$ cat src/rtl/pip_ma_lsu_if.sv
// Data-memory request/ack bus between the MA stage (master) and data memory (slave).
interface pip_ma_lsu_if #(
    parameter int ADDR_W = 32
);
    logic              oMemREQ;
    logic              oMemWE;
    logic [ADDR_W-1:0] oMemADDR;
    logic [3:0]        oMemBE;
    logic [31:0]       oMemWDATA;
    logic              iMemACK;
    logic [31:0]       iMemRDATA;

    modport master (output oMemREQ, oMemWE, oMemADDR, oMemBE, oMemWDATA,
                    input  iMemACK, iMemRDATA);
    modport slave  (input  oMemREQ, oMemWE, oMemADDR, oMemBE, oMemWDATA,
                    output iMemACK, iMemRDATA);
endinterface

$ cat src/rtl/pip_ma_lsu.sv
// RV32I Memory Access stage: ALU passthrough, load/store over a req/ack bus, timeout watchdog.
// Optional MA_MISALIGN_TRAP_EN: misaligned H/W accesses pulse oMisalign instead of touching the bus.
module pip_ma_lsu #(
    parameter int ADDR_W      = 32,
    parameter int REG_ADDR_W  = 5,
    parameter int TIMEOUT_CYC = 255
) (
    input  logic                  iCLK,
    input  logic                  iRST,
    input  logic                  iValid,
    input  logic                  iMEM,
    input  logic                  iRW,
    input  logic [4:0]            iDecodedOP,
    input  logic [ADDR_W-1:0]     iAddr,
    input  logic [31:0]           iStoreDATA,
    input  logic [REG_ADDR_W-1:0] iDregADDR,
    input  logic [31:0]           iDregDATA,
    output logic                  oStall,
    output logic [REG_ADDR_W-1:0] oDregADDR,
    output logic [31:0]           oDregDATA,
    output logic                  oDregWE,
    output logic                  oBusErr,
    output logic                  oMisalign,
    pip_ma_lsu_if.master          mem
);
    // Opcode values mirror DecodedOP.vh
    localparam logic [4:0] OP_LB = 5'd11, OP_LH = 5'd12, OP_LW = 5'd13, OP_LBU = 5'd14;
    localparam logic [4:0] OP_LHU = 5'd15, OP_SB = 5'd16, OP_SH = 5'd17, OP_SW = 5'd18;
    localparam int CNT_W = $clog2(TIMEOUT_CYC + 1);

    typedef enum logic {IDLE, BUSY} state_t;
    state_t state_q, state_d;

    logic [REG_ADDR_W-1:0] dreg_addr_q, dreg_addr_d, rd_q, rd_d;
    logic [31:0]           dreg_data_q, dreg_data_d, wdata_q, wdata_d;
    logic                  dreg_we_q, dreg_we_d, req_q, req_d, mwe_q, mwe_d;
    logic [ADDR_W-1:0]     maddr_q, maddr_d;
    logic [3:0]            be_q, be_d;
    logic [1:0]            lane_q, lane_d;
    logic                  isb_q, isb_d, ish_q, ish_d, sgn_q, sgn_d;
    logic                  bus_err_q, bus_err_d, misalign_q, misalign_d;
    logic [CNT_W-1:0]      cnt_q, cnt_d;

    logic        is_b, is_h, sgn, misal, timeout;
    logic [3:0]  be_n;
    logic [31:0] wdata_n, rd_shift, ld_data;
    logic [15:0] ld_half;

    // Width comes from the opcode; anything unrecognised falls back to a full word.
    assign is_b = (iDecodedOP == OP_LB) || (iDecodedOP == OP_LBU) || (iDecodedOP == OP_SB);
    assign is_h = (iDecodedOP == OP_LH) || (iDecodedOP == OP_LHU) || (iDecodedOP == OP_SH);
    assign sgn  = (iDecodedOP == OP_LB) || (iDecodedOP == OP_LH);
    assign be_n = is_b ? (4'b0001 << iAddr[1:0]) : is_h ? (iAddr[1] ? 4'b1100 : 4'b0011) : 4'b1111;
    assign wdata_n = is_b ? {4{iStoreDATA[7:0]}} : is_h ? {2{iStoreDATA[15:0]}} : iStoreDATA;

`ifdef MA_MISALIGN_TRAP_EN
    assign misal = (is_h && iAddr[0]) || (!is_b && !is_h && (iAddr[1:0] != 2'b00));
`else
    assign misal = 1'b0;
`endif

    assign rd_shift = mem.iMemRDATA >> {lane_q, 3'b000};
    assign ld_half  = lane_q[1] ? mem.iMemRDATA[31:16] : mem.iMemRDATA[15:0];
    assign ld_data  = isb_q ? {{24{sgn_q & rd_shift[7]}}, rd_shift[7:0]} :
                      ish_q ? {{16{sgn_q & ld_half[15]}}, ld_half} : mem.iMemRDATA;

    assign timeout = (state_q == BUSY) && !mem.iMemACK && (cnt_q == CNT_W'(TIMEOUT_CYC - 1));

    always_ff @(posedge iCLK) begin
        if (iRST) begin
            state_q <= IDLE;     dreg_addr_q <= '0;   dreg_data_q <= '0;   dreg_we_q <= 1'b0;
            req_q <= 1'b0;       mwe_q <= 1'b0;       maddr_q <= '0;       be_q <= '0;
            wdata_q <= '0;       rd_q <= '0;          lane_q <= '0;        isb_q <= 1'b0;
            ish_q <= 1'b0;       sgn_q <= 1'b0;       bus_err_q <= 1'b0;   misalign_q <= 1'b0;
            cnt_q <= '0;
        end else begin
            state_q <= state_d;  dreg_addr_q <= dreg_addr_d; dreg_data_q <= dreg_data_d;
            dreg_we_q <= dreg_we_d; req_q <= req_d;   mwe_q <= mwe_d;      maddr_q <= maddr_d;
            be_q <= be_d;        wdata_q <= wdata_d;  rd_q <= rd_d;        lane_q <= lane_d;
            isb_q <= isb_d;      ish_q <= ish_d;      sgn_q <= sgn_d;      bus_err_q <= bus_err_d;
            misalign_q <= misalign_d; cnt_q <= cnt_d;
        end
    end

    always_comb begin
        state_d = state_q;
        case (state_q)
            IDLE: if (iValid && iMEM && !misal) state_d = BUSY;
            BUSY: if (mem.iMemACK || timeout) state_d = IDLE;
            default: state_d = IDLE;
        endcase
    end

    always_comb begin
        dreg_addr_d = dreg_addr_q; dreg_data_d = dreg_data_q; dreg_we_d = dreg_we_q;
        req_d = req_q; mwe_d = mwe_q; maddr_d = maddr_q; be_d = be_q; wdata_d = wdata_q;
        rd_d = rd_q; lane_d = lane_q; isb_d = isb_q; ish_d = ish_q; sgn_d = sgn_q;
        bus_err_d = 1'b0; misalign_d = 1'b0; cnt_d = cnt_q;
        case (state_q)
            IDLE: begin
                dreg_we_d = 1'b0;
                if (iValid && !iMEM) begin
                    dreg_addr_d = iDregADDR;
                    dreg_data_d = iDregDATA;
                    dreg_we_d   = 1'b1;
                end else if (iValid && misal) begin
                    misalign_d = 1'b1;
                end else if (iValid) begin
                    req_d   = 1'b1;
                    mwe_d   = !iRW;
                    maddr_d = {iAddr[ADDR_W-1:2], 2'b00};
                    be_d    = be_n;
                    wdata_d = wdata_n;
                    rd_d    = iDregADDR;
                    lane_d  = iAddr[1:0];
                    isb_d   = is_b;
                    ish_d   = is_h;
                    sgn_d   = sgn;
                end
            end
            BUSY: begin
                dreg_we_d = 1'b0;
                cnt_d     = cnt_q + CNT_W'(1);
                if (mem.iMemACK) begin
                    req_d     = 1'b0;
                    cnt_d     = '0;
                    dreg_we_d = 1'b1;
                    // Stores retire as a write to x0 so WB sees a uniform completion
                    if (mwe_q) dreg_addr_d = '0;
                    else begin
                        dreg_addr_d = rd_q;
                        dreg_data_d = ld_data;
                    end
                end else if (timeout) begin
                    req_d     = 1'b0;
                    cnt_d     = '0;
                    bus_err_d = 1'b1;
                end
            end
            default: ;
        endcase
    end

    assign oStall = !iRST && ((state_q == IDLE) ? (iValid && iMEM && !misal)
                                                : (!mem.iMemACK && !timeout));
    assign oDregADDR     = dreg_addr_q;
    assign oDregDATA     = dreg_data_q;
    assign oDregWE       = dreg_we_q;
    assign oBusErr       = bus_err_q;
    assign oMisalign     = misalign_q;
    assign mem.oMemREQ   = req_q;
    assign mem.oMemWE    = mwe_q;
    assign mem.oMemADDR  = maddr_q;
    assign mem.oMemBE    = be_q;
    assign mem.oMemWDATA = wdata_q;
endmodule

$ cat src/flat_wrapper.sv
// flat-port wrapper written by rule: the top's interface ports become plain ports
module pip_ma_lsu_flat 
#(
    parameter int ADDR_W      = 32,
    parameter int REG_ADDR_W  = 5,
    parameter int TIMEOUT_CYC = 255
)
  (iCLK, iRST, iValid, iMEM, iRW, iDecodedOP, iAddr, iStoreDATA, iDregADDR, iDregDATA, oStall, oDregADDR, oDregDATA, oDregWE, oBusErr, oMisalign, mem_oMemREQ, mem_oMemWE, mem_oMemADDR, mem_oMemBE, mem_oMemWDATA, mem_iMemACK, mem_iMemRDATA);
  pip_ma_lsu_if #(.ADDR_W(ADDR_W)) mem_i ();
  input  logic iCLK;
  input  logic iRST;
  input  logic iValid;
  input  logic iMEM;
  input  logic iRW;
  input  logic [4:0] iDecodedOP;
  input  logic [ADDR_W-1:0] iAddr;
  input  logic [31:0] iStoreDATA;
  input  logic [REG_ADDR_W-1:0] iDregADDR;
  input  logic [31:0] iDregDATA;
  output logic oStall;
  output logic [REG_ADDR_W-1:0] oDregADDR;
  output logic [31:0] oDregDATA;
  output logic oDregWE;
  output logic oBusErr;
  output logic oMisalign;
  output wire logic [$bits(mem_i.oMemREQ)-1:0] mem_oMemREQ;
  output wire logic [$bits(mem_i.oMemWE)-1:0] mem_oMemWE;
  output wire logic [$bits(mem_i.oMemADDR)-1:0] mem_oMemADDR;
  output wire logic [$bits(mem_i.oMemBE)-1:0] mem_oMemBE;
  output wire logic [$bits(mem_i.oMemWDATA)-1:0] mem_oMemWDATA;
  input wire logic [$bits(mem_i.iMemACK)-1:0] mem_iMemACK;
  input wire logic [$bits(mem_i.iMemRDATA)-1:0] mem_iMemRDATA;
  assign mem_oMemREQ = mem_i.oMemREQ;
  assign mem_oMemWE = mem_i.oMemWE;
  assign mem_oMemADDR = mem_i.oMemADDR;
  assign mem_oMemBE = mem_i.oMemBE;
  assign mem_oMemWDATA = mem_i.oMemWDATA;
  assign mem_i.iMemACK = mem_iMemACK;
  assign mem_i.iMemRDATA = mem_iMemRDATA;
  pip_ma_lsu #(.ADDR_W(ADDR_W), .REG_ADDR_W(REG_ADDR_W), .TIMEOUT_CYC(TIMEOUT_CYC)) u_core (.iCLK(iCLK), .iRST(iRST), .iValid(iValid), .iMEM(iMEM), .iRW(iRW), .iDecodedOP(iDecodedOP), .iAddr(iAddr), .iStoreDATA(iStoreDATA), .iDregADDR(iDregADDR), .iDregDATA(iDregDATA), .oStall(oStall), .oDregADDR(oDregADDR), .oDregDATA(oDregDATA), .oDregWE(oDregWE), .oBusErr(oBusErr), .oMisalign(oMisalign), .mem(mem_i));
endmodule
$ cat config.mk
export PLATFORM = sky130hd
export DESIGN_NAME = pip_ma_lsu_flat
export DESIGN_NICKNAME = d
export VERILOG_FILES = /design/src/rtl/pip_ma_lsu_if.sv /design/src/rtl/pip_ma_lsu.sv /design/src/flat_wrapper.sv
export SDC_FILE = /design/constraint.sdc
export NUM_CORES = 1
export LEC_CHECK = 0
export ABC_CLOCK_PERIOD_IN_PS = 1670
export BUFFER_PORTS_ARGS = -buffer_cell sky130_fd_sc_hd__buf_4
export CORE_ASPECT_RATIO = 1.1
export CORE_MARGIN = 10
export CORE_UTILIZATION = 43
export CTS_CLUSTER_SIZE = 12
export DETAILED_ROUTE_END_ITERATION = 8
export HOLD_SLACK_MARGIN = 0.08
export PLACE_DENSITY = 0.8
export SYNTH_ARGS = -nofsm -noshare
export SYNTH_HDL_FRONTEND = slang
export SYNTH_SLANG_ARGS = --single-unit
$ cat constraint.sdc
create_clock -name iCLK -period 1.67 [get_ports iCLK]
set_input_delay 0.0835 -clock iCLK [delete_from_list [all_inputs] [get_ports iCLK]]
set_output_delay 0.0835 -clock iCLK [all_outputs]
set_load 0.01 [all_outputs]
==> metrics.log, run 1 <==
[metrics] Hold Path Cell Cnt: 3
[metrics] Hold Crit Endpoint: u_core.mem.oMemWDATA[27]
[metrics] run status: complete, but fails checks
[metrics] DP Wirelength: 16,400 um
[metrics] sum of overflow across all layers after global routing: 0
[metrics] min-delay src: iStoreDATA[27]
[metrics] P_int: 6.46 mW
[metrics] number of clock sinks: between 100 and 150
[metrics] worst slack, placed: -186 ps
[metrics] pin count of the biggest net entering global routing: 64
[metrics] antenna violations before repair: 1
[metrics] final critical path time including I/O delays and setup: between 1500 and 2000 ps
[metrics] part of the Yosys area used for sequential elements: 0.427
[metrics] actual slew at the worst max-slew pin: approximately 470 ps
[metrics] maximum VDD drop: around 0.72 mV
[metrics] overall routing resource usage: 0.260
[metrics] Clk pwr share: 0.410
[metrics] part of the cycle the worst path needs: 1.02
[metrics] reg2reg setup slack: -30 ps
[metrics] total wirelength of the detailed-routed design: approximately 27,000 um
[metrics] Clock Latency Late Sink: 420 ps
[metrics] final hold vios: 0
[metrics] final core utilization: 0.762
[metrics] worst slew slack as a fraction of its limit: 0.677
[metrics] Worst Path Class, Setup: in2reg
[metrics] Chip Width: between 100 and 150 um
[metrics] reported leakage power: between 4 and 5 nW
[metrics] clock buffers created by TritonCTS: 17
[metrics] vias per std cell: 5.76
[metrics] worst r2r dst: u_core.oDregDATA[22]
[metrics] critical-path maximum fanout: 5
[metrics] average size of a mapped cell: between 8 and 9 sq um
[metrics] count of distinct cell types in the synthesized netlist: 53
[metrics] Clock Tree Buf Depth: 2
[metrics] standard-cell rows: 44
[metrics] Highest Clock Rate: about 580 MHz
[metrics] clock tree from TritonCTS: done
[metrics] max capacitance violation total: 0
[metrics] clock root cell: sky130_fd_sc_hd__clkbuf_16
[metrics] synth warn: 0
[metrics] number of synthesized register bits: 126
[metrics] worst-case clock skew: between 9 and 10 ps
[metrics] critical path capture point type: flop
[metrics] total area of multi-input combinational cells: roughly 3200 sq um
[metrics] Post-synth ARST share: 0
[metrics] number of instances in the synthesized netlist: between 600 and 700
[metrics] detailed route wirelength on metal3: 3010 um
[metrics] filler cell count: 851
[metrics] average wire length per cell after detail routing: roughly 22 um
[metrics] die area: between 15,000 and 20,000 sq um
[metrics] area taken by flip-flops and latches: roughly 2500 sq um
[metrics] Placer Congestion: 0.919
[metrics] clock-pin slew on the worst setup and hold paths: about 60 ps
[metrics] violated checks: setup timing
[metrics] Routed Antenna Nets: 0
[metrics] mapped cell area: 5910 sq um
[metrics] switching part of the total power: 0.264
[metrics] share of total power in sequential cells: 0.377
[metrics] die span in y: 143 um
[metrics] H-Tree Level Count: 4
[metrics] class of the most critical hold timing path: in2reg
[metrics] arrival time at the worst endpoint: approximately 2000 ps
[metrics] top_reg_cell synth: sky130_fd_sc_hd__dfxtp_1
[metrics] vias in the first global route: slightly above 7,000
[metrics] detailed-routing iteration count for the pre-antenna-repair pass: 5
[metrics] drt initial violations: between 700 and 800
[metrics] initial cell density of the core: 0.444
[metrics] I/O pin count: 255
[metrics] final slew viol count: 0
[metrics] Core ar.: 13,300 sq um
[metrics] ratio of cells with drive above 1 in the final layout: 0.368
[metrics] RSZ-0062 raised after global routing: true
[metrics] first-pass GRT wire length: 39,400 um
[metrics] area growth from synthesis to layout: 71.7%
[metrics] DRC violations left: 0
[metrics] detailed route wirelength on metal2: between 10,000 and 15,000 um
[metrics] final worst slack: -40.3 ps
[metrics] count of buffers from port buffering: 251
[metrics] kind of start point of the critical path: primary input
[metrics] number of enable flip-flop cells after synthesis: 0
[metrics] count of cells along the worst register-to-register path: 4
[metrics] critical path data required time: between 1500 and 2000 ps
[metrics] Routed met1 length: 9890 um
[metrics] pwr dens: between 800 and 900 nW/um^2
[metrics] Via Count: ~7,200
[metrics] switching power of the nets: about 2.3 mW
[metrics] final setup fails: 14
[metrics] Gate power share: 0.212
[metrics] uppermost routed layer: met4
[metrics] layout net count: between 1,000 and 1,500
[metrics] RR Startpoint: u_core.lane_q[1]
==> routing by layer <==
layer / GRT usage / up-vias
met5: 0 / -
met4: 0.139 / 0
met3: 0.107 / 95
met2: 0.429 / 481
met1: 0.282 / 3345
li1: - / 3237
==> cell usage after synthesis, types with 2 or more instances <==
cell                        number  area [sq um]
sky130_fd_sc_hd__buf_4           5          37.5
sky130_fd_sc_hd__nor4b_1        16           140
sky130_fd_sc_hd__mux4_2          8           180
sky130_fd_sc_hd__mux2i_1        17           170
sky130_fd_sc_hd__a21o_1          9          67.6
sky130_fd_sc_hd__o21ai_0        29           145
sky130_fd_sc_hd__a41oi_1         2          17.5
sky130_fd_sc_hd__clkbuf_1       48           180
sky130_fd_sc_hd__o221a_2         7          78.8
sky130_fd_sc_hd__mux2_2         10           113
sky130_fd_sc_hd__a311oi_1        6          52.6
sky130_fd_sc_hd__o221a_1         2          22.5
sky130_fd_sc_hd__a31oi_1         2          12.5
sky130_fd_sc_hd__nand2b_1        3          18.8
sky130_fd_sc_hd__buf_2           5          25.0
sky130_fd_sc_hd__nand3b_1        3          22.5
sky130_fd_sc_hd__a21boi_2        2          22.5
sky130_fd_sc_hd__inv_1          12          45.0
sky130_fd_sc_hd__and3_1          4          25.0
sky130_fd_sc_hd__nor2_1         55           206
sky130_fd_sc_hd__a22oi_1        23           173
sky130_fd_sc_hd__and4_1          2          17.5
sky130_fd_sc_hd__a221o_1         8          80.1
sky130_fd_sc_hd__nand3_1         5          25.0
sky130_fd_sc_hd__buf_6           2          22.5
sky130_fd_sc_hd__a211oi_1       59           443
sky130_fd_sc_hd__ha_1            2          25.0
sky130_fd_sc_hd__a22o_1          7          61.3
sky130_fd_sc_hd__nor3_1          8          40.0
sky130_fd_sc_hd__a21oi_1        53           265
sky130_fd_sc_hd__dfxtp_1       126          2520
sky130_fd_sc_hd__buf_1           2          7.51
sky130_fd_sc_hd__nand2_1       109           409
sky130_fd_sc_hd__a2111oi_0       7          61.3
==> power by group through the flow <==
stage	registers, mW	logic, mW	clock network [mW]
finish	3.31	1.87	3.60
global route	3.33	1.98	3.76
global placement	3.36	1.50	0
CTS	3.30	1.74	3.62
detailed placement	3.36	1.52	0
floorplan	3.42	0.613	0
==> sequential cells by signal, indices dropped and copies added (netlist names) <==
signal and flops:
u_core.oBusErr 1, u_core.sgn_q 1, u_core.oDregADDR 5, u_core.mem.oMemADDR 30, u_core.isb_q 1, u_core.lane_q 2
u_core.cnt_q 8, u_core.oDregWE 1, u_core.ish_q 1, u_core.mem.oMemBE 4, u_core.rd_q 5, u_core.mem.oMemWE 1
u_core.state_q 1, u_core.mem.oMemWDATA 32, u_core.mem.oMemREQ 1, u_core.oDregDATA 32
==> per-stage QoR <==
stage	hold WS (ps)	area, sq um	setup TNS [ps]	total power, mW	cells
floorplan	179	5960	-77.2	4.04	679
global placement	269	8260	-2010	4.85	1095
detailed placement	289	8260	-3020	4.88	1095
CTS	91.2	9950	-141	8.67	1232
global route	117	10100	-1060	9.06	1241
finish	111	10100	-339	8.78	1242
==> timing repair <==
item / 4_1_cts / 5_1_grt
hold buffers: 101 / 1
resized for setup: 18 / 23
pin swaps: 7 / 8
endpoints found under the hold margin: 106 / 1
buffers inserted: 5 / 3
cloned: 1 / 6
setup endpoints to repair: 25 / 35
==> cells by family (layout without fill, tap and decap cells) <==
group / count (synthesis) / count (layout) / share of synthesized area
xor gates and xnor gates: 1 / 1 / 0.00275
other: 1 / 5 / 0.000634
adders and majority gates: 2 / 2 / 0.00423
muxes: 35 / 35 / 0.0783
buffers and inverters: 75 / 451 / 0.0544
DFF: 126 / 126 / 0.427
AOI/OAI and AO/OA: 223 / 224 / 0.269
and+or+nand+nor: 214 / 214 / 0.164
==> worst max path at each step <==
stage,startpoint,end
2_1_floorplan,u_core.state_q,u_core.oDregDATA[30]
3_3_place_gp,iDecodedOP[1],u_core.mem.oMemWDATA[25]
3_5_place_dp,iDecodedOP[1],u_core.mem.oMemWDATA[26]
4_1_cts,u_core.cnt_q[0],oStall
5_1_grt,u_core.lane_q[1],u_core.oDregDATA[19]
6_report,mem_iMemRDATA[15],u_core.oDregDATA[22]
==> critical path: stages <==
cell and delay [ps]:
sky130_fd_sc_hd__dlygate4sd3_1 570, sky130_fd_sc_hd__buf_4 170, sky130_fd_sc_hd__mux4_2 540, sky130_fd_sc_hd__a21boi_4 270, sky130_fd_sc_hd__a211oi_2 60, sky130_fd_sc_hd__a221o_1 310
==> final cells by class <==
class / instances / area share
flip-flops and latches: 126 / 0.249
well taps: 184 / 0.0227
repair buffers: 408 / 0.348
clock inverters: 7 / 0.00863
diodes: 2 / 0.000493
multi-input cells: 479 / 0.319
clock buffers: 23 / 0.0471
inverters: 13 / 0.00481
==> placed cells by master, fill, tap and decap left out, types with 4 or more instances in the layout <==
master                          count
sky130_fd_sc_hd__a2111oi_0          7
sky130_fd_sc_hd__a211oi_1          53
sky130_fd_sc_hd__a211oi_2           6
sky130_fd_sc_hd__a21o_1             9
sky130_fd_sc_hd__a21oi_1           52
sky130_fd_sc_hd__a221o_1            8
sky130_fd_sc_hd__a22o_1             7
sky130_fd_sc_hd__a22oi_1           23
sky130_fd_sc_hd__a311oi_1           6
sky130_fd_sc_hd__buf_12            11
sky130_fd_sc_hd__buf_4            287
sky130_fd_sc_hd__clkbuf_16         21
sky130_fd_sc_hd__clkinv_2           4
sky130_fd_sc_hd__dfxtp_1          123
sky130_fd_sc_hd__dlygate4sd3_1    102
sky130_fd_sc_hd__inv_1             10
sky130_fd_sc_hd__mux2_2             9
sky130_fd_sc_hd__mux2i_1           17
sky130_fd_sc_hd__mux4_2             8
sky130_fd_sc_hd__nand2_1          109
sky130_fd_sc_hd__nand3_1            4
sky130_fd_sc_hd__nor2_1            52
sky130_fd_sc_hd__nor3_1             8
sky130_fd_sc_hd__nor4b_1           16
sky130_fd_sc_hd__o21ai_0           18
sky130_fd_sc_hd__o21ai_1           11
sky130_fd_sc_hd__o221a_2            7
(Power assumes the default switching activity.)
==> inputs of run 2 (changes only) <==
--- a/config.mk
+++ b/config.mk
@@ -5,15 +5,16 @@
 export SDC_FILE = /design/constraint.sdc
 export NUM_CORES = 1
 export LEC_CHECK = 0
+export ABC_AREA = 1
 export ABC_CLOCK_PERIOD_IN_PS = 1670
 export BUFFER_PORTS_ARGS = -buffer_cell sky130_fd_sc_hd__buf_4
 export CORE_ASPECT_RATIO = 1.1
 export CORE_MARGIN = 10
-export CORE_UTILIZATION = 43
+export CORE_UTILIZATION = 44
 export CTS_CLUSTER_SIZE = 12
 export DETAILED_ROUTE_END_ITERATION = 8
 export HOLD_SLACK_MARGIN = 0.08
-export PLACE_DENSITY = 0.8
+export PLACE_DENSITY = 0.81
 export SYNTH_ARGS = -nofsm -noshare
 export SYNTH_HDL_FRONTEND = slang
 export SYNTH_SLANG_ARGS = --single-unit
==> run 2 against run 1 <==
Hold slack better by 6.6 ps. Largest power group unchanged. Clock power is 8.6% higher. The run now ends clean. Clock-buffer cell count is 6 lower. Non-clock buffer count is 19 lower. Cell area is 0.75% lower. Flip-flop and latch count stayed put. Utilization is 3.2 points lower. Largest cell class unchanged.
==> metrics.log, run 2 <==
[metrics] standard-cell rows: 45 (+2.3%)
[metrics] drt initial violations: 1,109 (+40%)
[metrics] part of the cycle the worst path needs: 0.982 (-0.0424)
[metrics] clock tree from TritonCTS: done
[metrics] global-route layer with the greatest usage: met2
[metrics] layout net count: 1,392 (+17%)
[metrics] average size of a mapped cell: 6.89 sq um (-21%)
[metrics] P_int: 6.55 mW (+1.4%)
[metrics] I/O pin count: 255 (unchanged)
[metrics] highest cell delay on the worst timing path: 320 ps (-250 ps)
[metrics] Hold Crit Endpoint: u_core.oDregDATA[4]
[metrics] share of Yosys cell area claimed by the top area cell type: 0.407 (-0.0196)
[metrics] H-Tree Level Count: 4 (unchanged)
[metrics] cell breakdown of the critical path: inv_2 -> ha_4 -> nand2_2 -> nor2_4 -> nand4_4 -> nand2_4 -> a21oi_2 -> buf_4
[metrics] Clock Latency Late Sink: 430 ps (about the same)
[metrics] area growth from synthesis to layout: 62.5%
[metrics] overall routing resource usage: 0.291 (+0.0309)
[metrics] pin count of the biggest net entering global routing: 56 (-13%)
[metrics] synth warn: 0 (unchanged)
[metrics] Via Count: 8,147 (+14%)
[metrics] vias per std cell: 5.63 (-2.3%)
[metrics] most frequent cells in the layout: sky130_fd_sc_hd__buf_4, sky130_fd_sc_hd__nand2_1, sky130_fd_sc_hd__nor2_1
[metrics] detailed-routing iteration count for the pre-antenna-repair pass: 8 (+3)
[metrics] maximum VDD drop: 0.585 mV (-18%)
[metrics] count of cells along the worst register-to-register path: 11 (+7)
[metrics] Gate power share: 0.214 (+0.002)
[metrics] most frequent cell after synthesis: sky130_fd_sc_hd__nand2_1
[metrics] Tot Pwr: 9.26 mW (+5.5%)
[metrics] clock buffers created by TritonCTS: 17 (unchanged)
[metrics] Worst Path Class, Setup: reg2out
[metrics] reg2reg setup slack: 50 ps (+80 ps)
[metrics] sum of overflow across all layers after global routing: 0 (unchanged)
[metrics] average wire length per cell after detail routing: 20.1 um (-8.4%)
[metrics] pwr dens: 920 nW/um^2 (+6.3%)
[metrics] final slew viol count: 0 (unchanged)
[metrics] final setup fails: 0 (-14)
[metrics] met3 Resource Use GR: 0.101 (-0.00605)
[metrics] number of synthesized register bits: 126 (unchanged)
[metrics] met2 layer usage reported by global route: 0.489 (+0.0602)
[metrics] worst r2r dst: u_core.cnt_q[4]
[metrics] critical-path maximum fanout: 2 (-3)
[metrics] min-delay src: mem_iMemRDATA[4]
[metrics] top_reg_cell synth: sky130_fd_sc_hd__dfxtp_1
[metrics] number of enable flip-flop cells after synthesis: 0 (unchanged)
[metrics] worst-case clock skew: 7.61 ps (-1.92 ps)
[metrics] initial cell density of the core: 0.449 (+0.00551)
[metrics] reported leakage power: 4.83 nW (+11%)
[metrics] most common cell after layout, fill and taps aside: sky130_fd_sc_hd__buf_4
[metrics] class of the most critical hold timing path: in2reg
[metrics] switching power of the nets: 2.71 mW (+17%)
[metrics] antenna fix cells: 0 (-2)
[metrics] WP buf/inv: 2 (unchanged)
[metrics] die area: 19,200 sq um (+2.1%)
[metrics] ratio of cells with drive above 1 in the final layout: 0.298 (-0.0705)
[metrics] mapped cell area: 6200 sq um (+4.8%)
[metrics] DRC violations left: 0 (unchanged)
[metrics] kind of start point of the critical path: flop
[metrics] Clock Tree Buf Depth: 2 (unchanged)
[metrics] Post-synth ARST share: 0 (unchanged)
[metrics] part of the Yosys area used for sequential elements: 0.407 (-0.0196)
[metrics] Hold Path Cell Cnt: 5 (+2)
[metrics] final hold vios: 0 (unchanged)
[metrics] count of distinct cell types in the synthesized netlist: 36 (-32%)
[metrics] DP Wirelength: 17,300 um (+5.3%)
[metrics] total wirelength of the detailed-routed design: 29,100 um (+6.7%)
[metrics] RSZ-0062 raised after global routing: true
[metrics] die span in y: 144 um (+1.0%)
[metrics] number of instances in the synthesized netlist: 899 (+33%)
[metrics] vias in the first global route: 8,158 (+15%)
[metrics] max capacitance violation total: 0 (unchanged)
[metrics] CP max stage cell: sky130_fd_sc_hd__dfxtp_2
[metrics] Routed Antenna Nets: 0 (unchanged)
[metrics] final critical path time including I/O delays and setup: 1640 ps (-70.8 ps)
[metrics] RR Startpoint: u_core.cnt_q[0]
[metrics] switching part of the total power: 0.293 (+0.0286)
[metrics] leading post-synthesis cells by instance count: sky130_fd_sc_hd__nand2_1, sky130_fd_sc_hd__nor2_1, sky130_fd_sc_hd__dfxtp_1
[metrics] Chip Width: 133 um (+1.0%)
[metrics] first-pass GRT wire length: 44,600 um (+13%)
[metrics] count of buffers from port buffering: 251 (unchanged)
[metrics] Highest Clock Rate: 610 MHz (+4.3%)
[metrics] run status: finished clean
[metrics] clock root cell: sky130_fd_sc_hd__clkbuf_16
[metrics] worst hold margin: 118 ps (+6.64 ps)
[metrics] Core ar.: 13,800 sq um (+3.5%)
[metrics] share of total power in sequential cells: 0.364 (-0.013)
[metrics] critical path data required time: 1590 ps (-370 ps)
[metrics] clock-pin slew on the worst setup and hold paths: 60 ps (about the same)
[metrics] CP delay by family, top: simple AND/OR/NAND/NOR gates
[metrics] antenna violations before repair: 0 (-1)
[metrics] largest area contributor in the netlist: sky130_fd_sc_hd__dfxtp_1
[metrics] critical path capture point type: output port
[metrics] arrival time at the worst endpoint: 1560 ps (-440 ps)
[metrics] Area contributors post-synth: sky130_fd_sc_hd__dfxtp_1, sky130_fd_sc_hd__nand2_1, sky130_fd_sc_hd__o21ai_0
[metrics] GRT met1 Usage: 0.320 (+0.0380)
[metrics] Placer Congestion: 0.908 (-1.3%)
[metrics] number of clock sinks: 126 (unchanged)
[metrics] Clk pwr share: 0.422 (+0.012)
run 2: what timing repair did:
action | CTS | global route
gates cloned | 1 | 0
pin swaps | 2 | 3
resized for setup | 10 | 8
endpoints found under the setup margin | 1 | 21
endpoints found under the hold margin | 119 | 0
buffers inserted | 8 | 1
hold buffers | 106 | 0
run 2: cells by family (layout without fill, tap and decap cells):
family,count (synthesis),count (layout),synth area share
other,1,3,0.000605
adder cells (fa/ha/maj),2,2,0.00404
AND/OR/NAND/NOR,418,418,0.295
buffers and inverters,102,460,0.0810
XOR/XNOR,2,2,0.00283
AO/OA/AOI/OAI,248,248,0.210
flip-flops,126,126,0.407
run 2: through the flow:
step                      utilization  cells  area, sq um  setup TNS [ps]  setup WS (ps)
final                           0.730   1447        10100               0           30.5
after floorplan                     -    901         6200               0            366
after detailed placement        0.597   1299         8240               0            133
after global routing            0.730   1447        10100           -27.8          -10.4
after global placement          0.597   1299         8240               0            158
after CTS                       0.727   1446        10000               0           11.8
run 2: area by class of cell:
| type | count | area (sq um) |
|---|---|---|
| multi-input combinational | 673 | 3230 |
| fill | 950 | 3720 |
| clock inverter | 15 | 184 |
| inverter | 39 | 155 |
| tap | 188 | 235 |
| clock buffer | 17 | 425 |
| timing repair buffer | 389 | 3310 |
| sequential | 126 | 2530 |
run 2: power groups by stage:
stage | sequential, mW | combinational, mW | clock, mW
floorplan | 3.48 | 0.729 | 0
global placement | 3.41 | 1.62 | 0
detailed placement | 3.41 | 1.64 | 0
CTS | 3.35 | 1.88 | 3.89
global route | 3.38 | 2.13 | 4.06
finish | 3.37 | 1.98 | 3.91
run 2: metal layers:
metal | up-vias | wire [um]
li1 | 3666 | -
met3 | 117 | 3510
met2 | 636 | 13900
met4 | 0 | 1280
met1 | 3728 | 10300
met5 | - | 0
run 2: tightest hold or removal path, stage by stage:
cell and delay, ps:
sky130_fd_sc_hd__buf_4 120, sky130_fd_sc_hd__nand2_1 60, sky130_fd_sc_hd__o211ai_1 80, sky130_fd_sc_hd__nand3_1 100, sky130_fd_sc_hd__a21oi_1 60
run 2: how the worst max path moves through the flow:
stage	end	slack [ps]	start	cells past startpoint
global route	oStall	-10	u_core.cnt_q[0]	8
CTS	oStall	10	u_core.cnt_q[0]	8
global placement	u_core.cnt_q[7]	160	u_core.cnt_q[0]	8
detailed placement	u_core.cnt_q[7]	130	u_core.cnt_q[0]	8
finish	oStall	30	u_core.cnt_q[0]	8
floorplan	u_core.cnt_q[7]	370	u_core.cnt_q[0]	8
==> inputs of run 3 (changes only) <==
--- a/config.mk
+++ b/config.mk
@@ -15,6 +15,7 @@
 export DETAILED_ROUTE_END_ITERATION = 8
 export HOLD_SLACK_MARGIN = 0.08
 export PLACE_DENSITY = 0.81
+export REMOVE_ABC_BUFFERS = 1
 export SYNTH_ARGS = -nofsm -noshare
 export SYNTH_HDL_FRONTEND = slang
 export SYNTH_SLANG_ARGS = --single-unit
==> run 3 against run 2 <==
Maximum frequency shrank 0.88%. Clock power shrank 4%. Setup slack lost 15 ps. Combinational power shrank 4%. Non-clock buffer count shrank 2. Final cell count shrank 0.14%. Critical path depth is the same. First-iteration DRC count shrank 31%. Cell area shrank 0.62%. Sequential power is essentially flat. Critical path type unchanged.
==> metrics.log, run 3 (synthesis gave the netlist of run 2 again) <==
[metrics] run status: finished clean
[metrics] Worst Path Class, Setup: reg2out
[metrics] pwr dens: 904 nW/um^2 (-1.7%)
[metrics] most frequent cells in the layout: sky130_fd_sc_hd__buf_4, sky130_fd_sc_hd__nand2_1, sky130_fd_sc_hd__nor2_1
[metrics] sum of overflow across all layers after global routing: 0 (unchanged)
[metrics] uppermost routed layer: met4
[metrics] min-delay src: mem_iMemRDATA[13]
[metrics] Highest Clock Rate: 605 MHz (-0.88%)
[metrics] DP Wirelength: 16,300 um (-6.0%)
[metrics] RSZ-0062 raised after global routing: true
[metrics] total area of multi-input combinational cells: 3210 sq um (-0.66%)
[metrics] worst r2r dst: u_core.oBusErr
[metrics] clock buffers created by TritonCTS: 17 (unchanged)
[metrics] critical-path maximum fanout: 3 (+1)
[metrics] standard-cell rows: 45 (unchanged)
[metrics] final slew viol count: 0 (unchanged)
[metrics] ratio of cells with drive above 1 in the final layout: 0.296 (-0.00191)
[metrics] number of clock sinks: 126 (unchanged)
[metrics] reg2reg setup slack: 60 ps (about the same)
[metrics] reported leakage power: 4.80 nW (-0.52%)
[metrics] Clock Latency Late Sink: 430 ps (about the same)
[metrics] average wire length per cell after detail routing: 17.9 um (-11%)
[metrics] Tot Pwr: 9.04 mW (-2.4%)
[metrics] detailed route wirelength on metal2: 12,300 um (-12%)
[metrics] worst hold margin: 92.9 ps (-25.2 ps)
[metrics] count of buffers from port buffering: 251 (unchanged)
[metrics] CP max stage cell: sky130_fd_sc_hd__dfxtp_2
[metrics] Routed Antenna Nets: 0 (unchanged)
[metrics] Clock Tree Buf Depth: 2 (unchanged)
[metrics] max capacitance violation total: 0 (unchanged)
[metrics] I/O pin count: 255 (unchanged)
[metrics] die area: 19,200 sq um (unchanged)
[metrics] antenna fix cells: 0 (unchanged)
[metrics] DRC violations left: 0 (unchanged)
[metrics] antenna violations before repair: 0 (unchanged)
[metrics] most common cell after layout, fill and taps aside: sky130_fd_sc_hd__buf_4
[metrics] first-pass GRT wire length: 40,000 um (-10%)
[metrics] die span in y: 144 um (unchanged)
[metrics] Hold Crit Endpoint: u_core.oDregDATA[13]
[metrics] final setup fails: 0 (unchanged)
[metrics] Core ar.: 13,800 sq um (unchanged)
[metrics] critical path capture point type: output port
[metrics] count of cells along the worst register-to-register path: 9 (-2)
[metrics] Hold Path Cell Cnt: 5 (unchanged)
[metrics] kind of start point of the critical path: flop
[metrics] area taken by flip-flops and latches: 2530 sq um (about the same)
[metrics] cell breakdown of the critical path: inv_2 -> ha_4 -> nand2_2 -> nor2_2 -> nand4_2 -> nand2_4 -> a21oi_2 -> buf_4
[metrics] worst slack, placed: 173 ps (+39.7 ps)
[metrics] highest cell delay on the worst timing path: 330 ps (about the same)
[metrics] area growth from synthesis to layout: 61.5%
[metrics] RR Startpoint: u_core.cnt_q[0]
[metrics] Chip Width: 133 um (unchanged)
[metrics] H-Tree Level Count: 4 (unchanged)
[metrics] Total Neg Setup Slack: 0 ps (unchanged)
[metrics] final worst slack: 15.9 ps (-14.5 ps)
[metrics] Routed met1 length: 9810 um (-5.1%)
[metrics] Placer Congestion: 0.885 (-2.5%)
[metrics] total wirelength of the detailed-routed design: 25,900 um (-11%)
[metrics] final critical path time including I/O delays and setup: 1650 ps (+14.5 ps)
[metrics] Via Count: 7,790 (-4.4%)
[metrics] final hold vios: 0 (unchanged)
[metrics] layout net count: 1,390 (-0.14%)
[metrics] critical path data required time: 1590 ps (about the same)
[metrics] detailed route wirelength on metal3: 3100 um (-12%)
[metrics] class of the most critical hold timing path: in2reg
[metrics] clock root cell: sky130_fd_sc_hd__clkbuf_16
[metrics] part of the cycle the worst path needs: 0.990 (+0.00870)
[metrics] vias per std cell: 5.39 (-4.2%)
[metrics] worst-case clock skew: 14.7 ps (+7.14 ps)
[metrics] maximum VDD drop: 0.666 mV (+14%)
[metrics] detailed-routing iteration count for the pre-antenna-repair pass: 5 (-3)
[metrics] drt initial violations: 763 (-31%)
[metrics] initial cell density of the core: 0.449 (unchanged)
[metrics] arrival time at the worst endpoint: 1570 ps (about the same)
[metrics] vias in the first global route: 7,441 (-8.8%)
[metrics] clock-pin slew on the worst setup and hold paths: 60 ps (about the same)
[metrics] pin count of the biggest net entering global routing: 52 (-7.1%)
[metrics] clock tree from TritonCTS: done
[metrics] filler cell count: 995 (+4.7%)
[metrics] overall routing resource usage: 0.257 (-0.0337)
run 3: changes by cell type in the layout (fill, tap and decap cells not counted), sizes merged:
cell | previous run | this run
buf | 282 | 281
clkinv | 3 | 6
inv | 44 | 42
bufinv | 3 | 2
clkinvlp | 4 | 3
dlygate4sd3 | 106 | 105
clkbuf | 17 | 18
run 3: power breakdown:
part | switching (mW) | internal, mW | total [mW]
sequential | 0.139 | 3.22 | 3.36
combinational | 0.957 | 0.956 | 1.91
clock | 1.51 | 2.26 | 3.77
total | 2.61 | 6.44 | 9.04
run 3: what timing repair did:
action                                  in CTS  in global routing
endpoints found under the hold margin      116                  0
hold buffers                               105                  0
buffers inserted                             4                  2
pin swaps                                    1                  3
cloned                                       1                  0
gates resized for setup                      9                  5
endpoints found under the setup margin       1                  2
run 3: final cells by class:
type | instances | area share
clock buffer | 18 | 0.0439
sequential | 126 | 0.253
timing repair buffer | 387 | 0.328
clock inverter | 14 | 0.0157
inverter | 39 | 0.0151
tap | 188 | 0.0235
multi-input combinational | 673 | 0.321
run 3: worst max-delay path by stage:
stage                                from  cells past startpoint                    to  slack [ps]
final                     u_core.cnt_q[0]                      8                oStall          20
after global routing      u_core.cnt_q[0]                      8                oStall         -60
after CTS                 u_core.cnt_q[0]                      8                oStall           2
after detailed placement   u_core.state_q                      6  u_core.oDregDATA[23]         170
after global placement     u_core.state_q                      6  u_core.oDregDATA[23]         230
after floorplan            u_core.state_q                      5  u_core.oDregDATA[21]       -1420
run 3: through the flow:
step	area, sq um	utilization	instances
floorplan	5850	-	838
global placement	8240	0.597	1301
detailed placement	8240	0.597	1301
CTS	9970	0.723	1443
global route	10000	0.726	1445
finish	10000	0.726	1445
run 3: per-layer routing:
layer,global-route usage,up-vias
met4,0.103,0
met2,0.431,502
met1,0.289,3563
met5,0,-
li1,-,3660
met3,0.101,65
run 3: critical path: cells and delay by family (launching register included):
kind	cells	cell delay, ps
adder cells (fa/ha/maj)	1	130
flip-flops	1	330
AND/OR/NAND/NOR	4	400
AO/OA/AOI/OAI	1	50
buffers and inverters	2	240
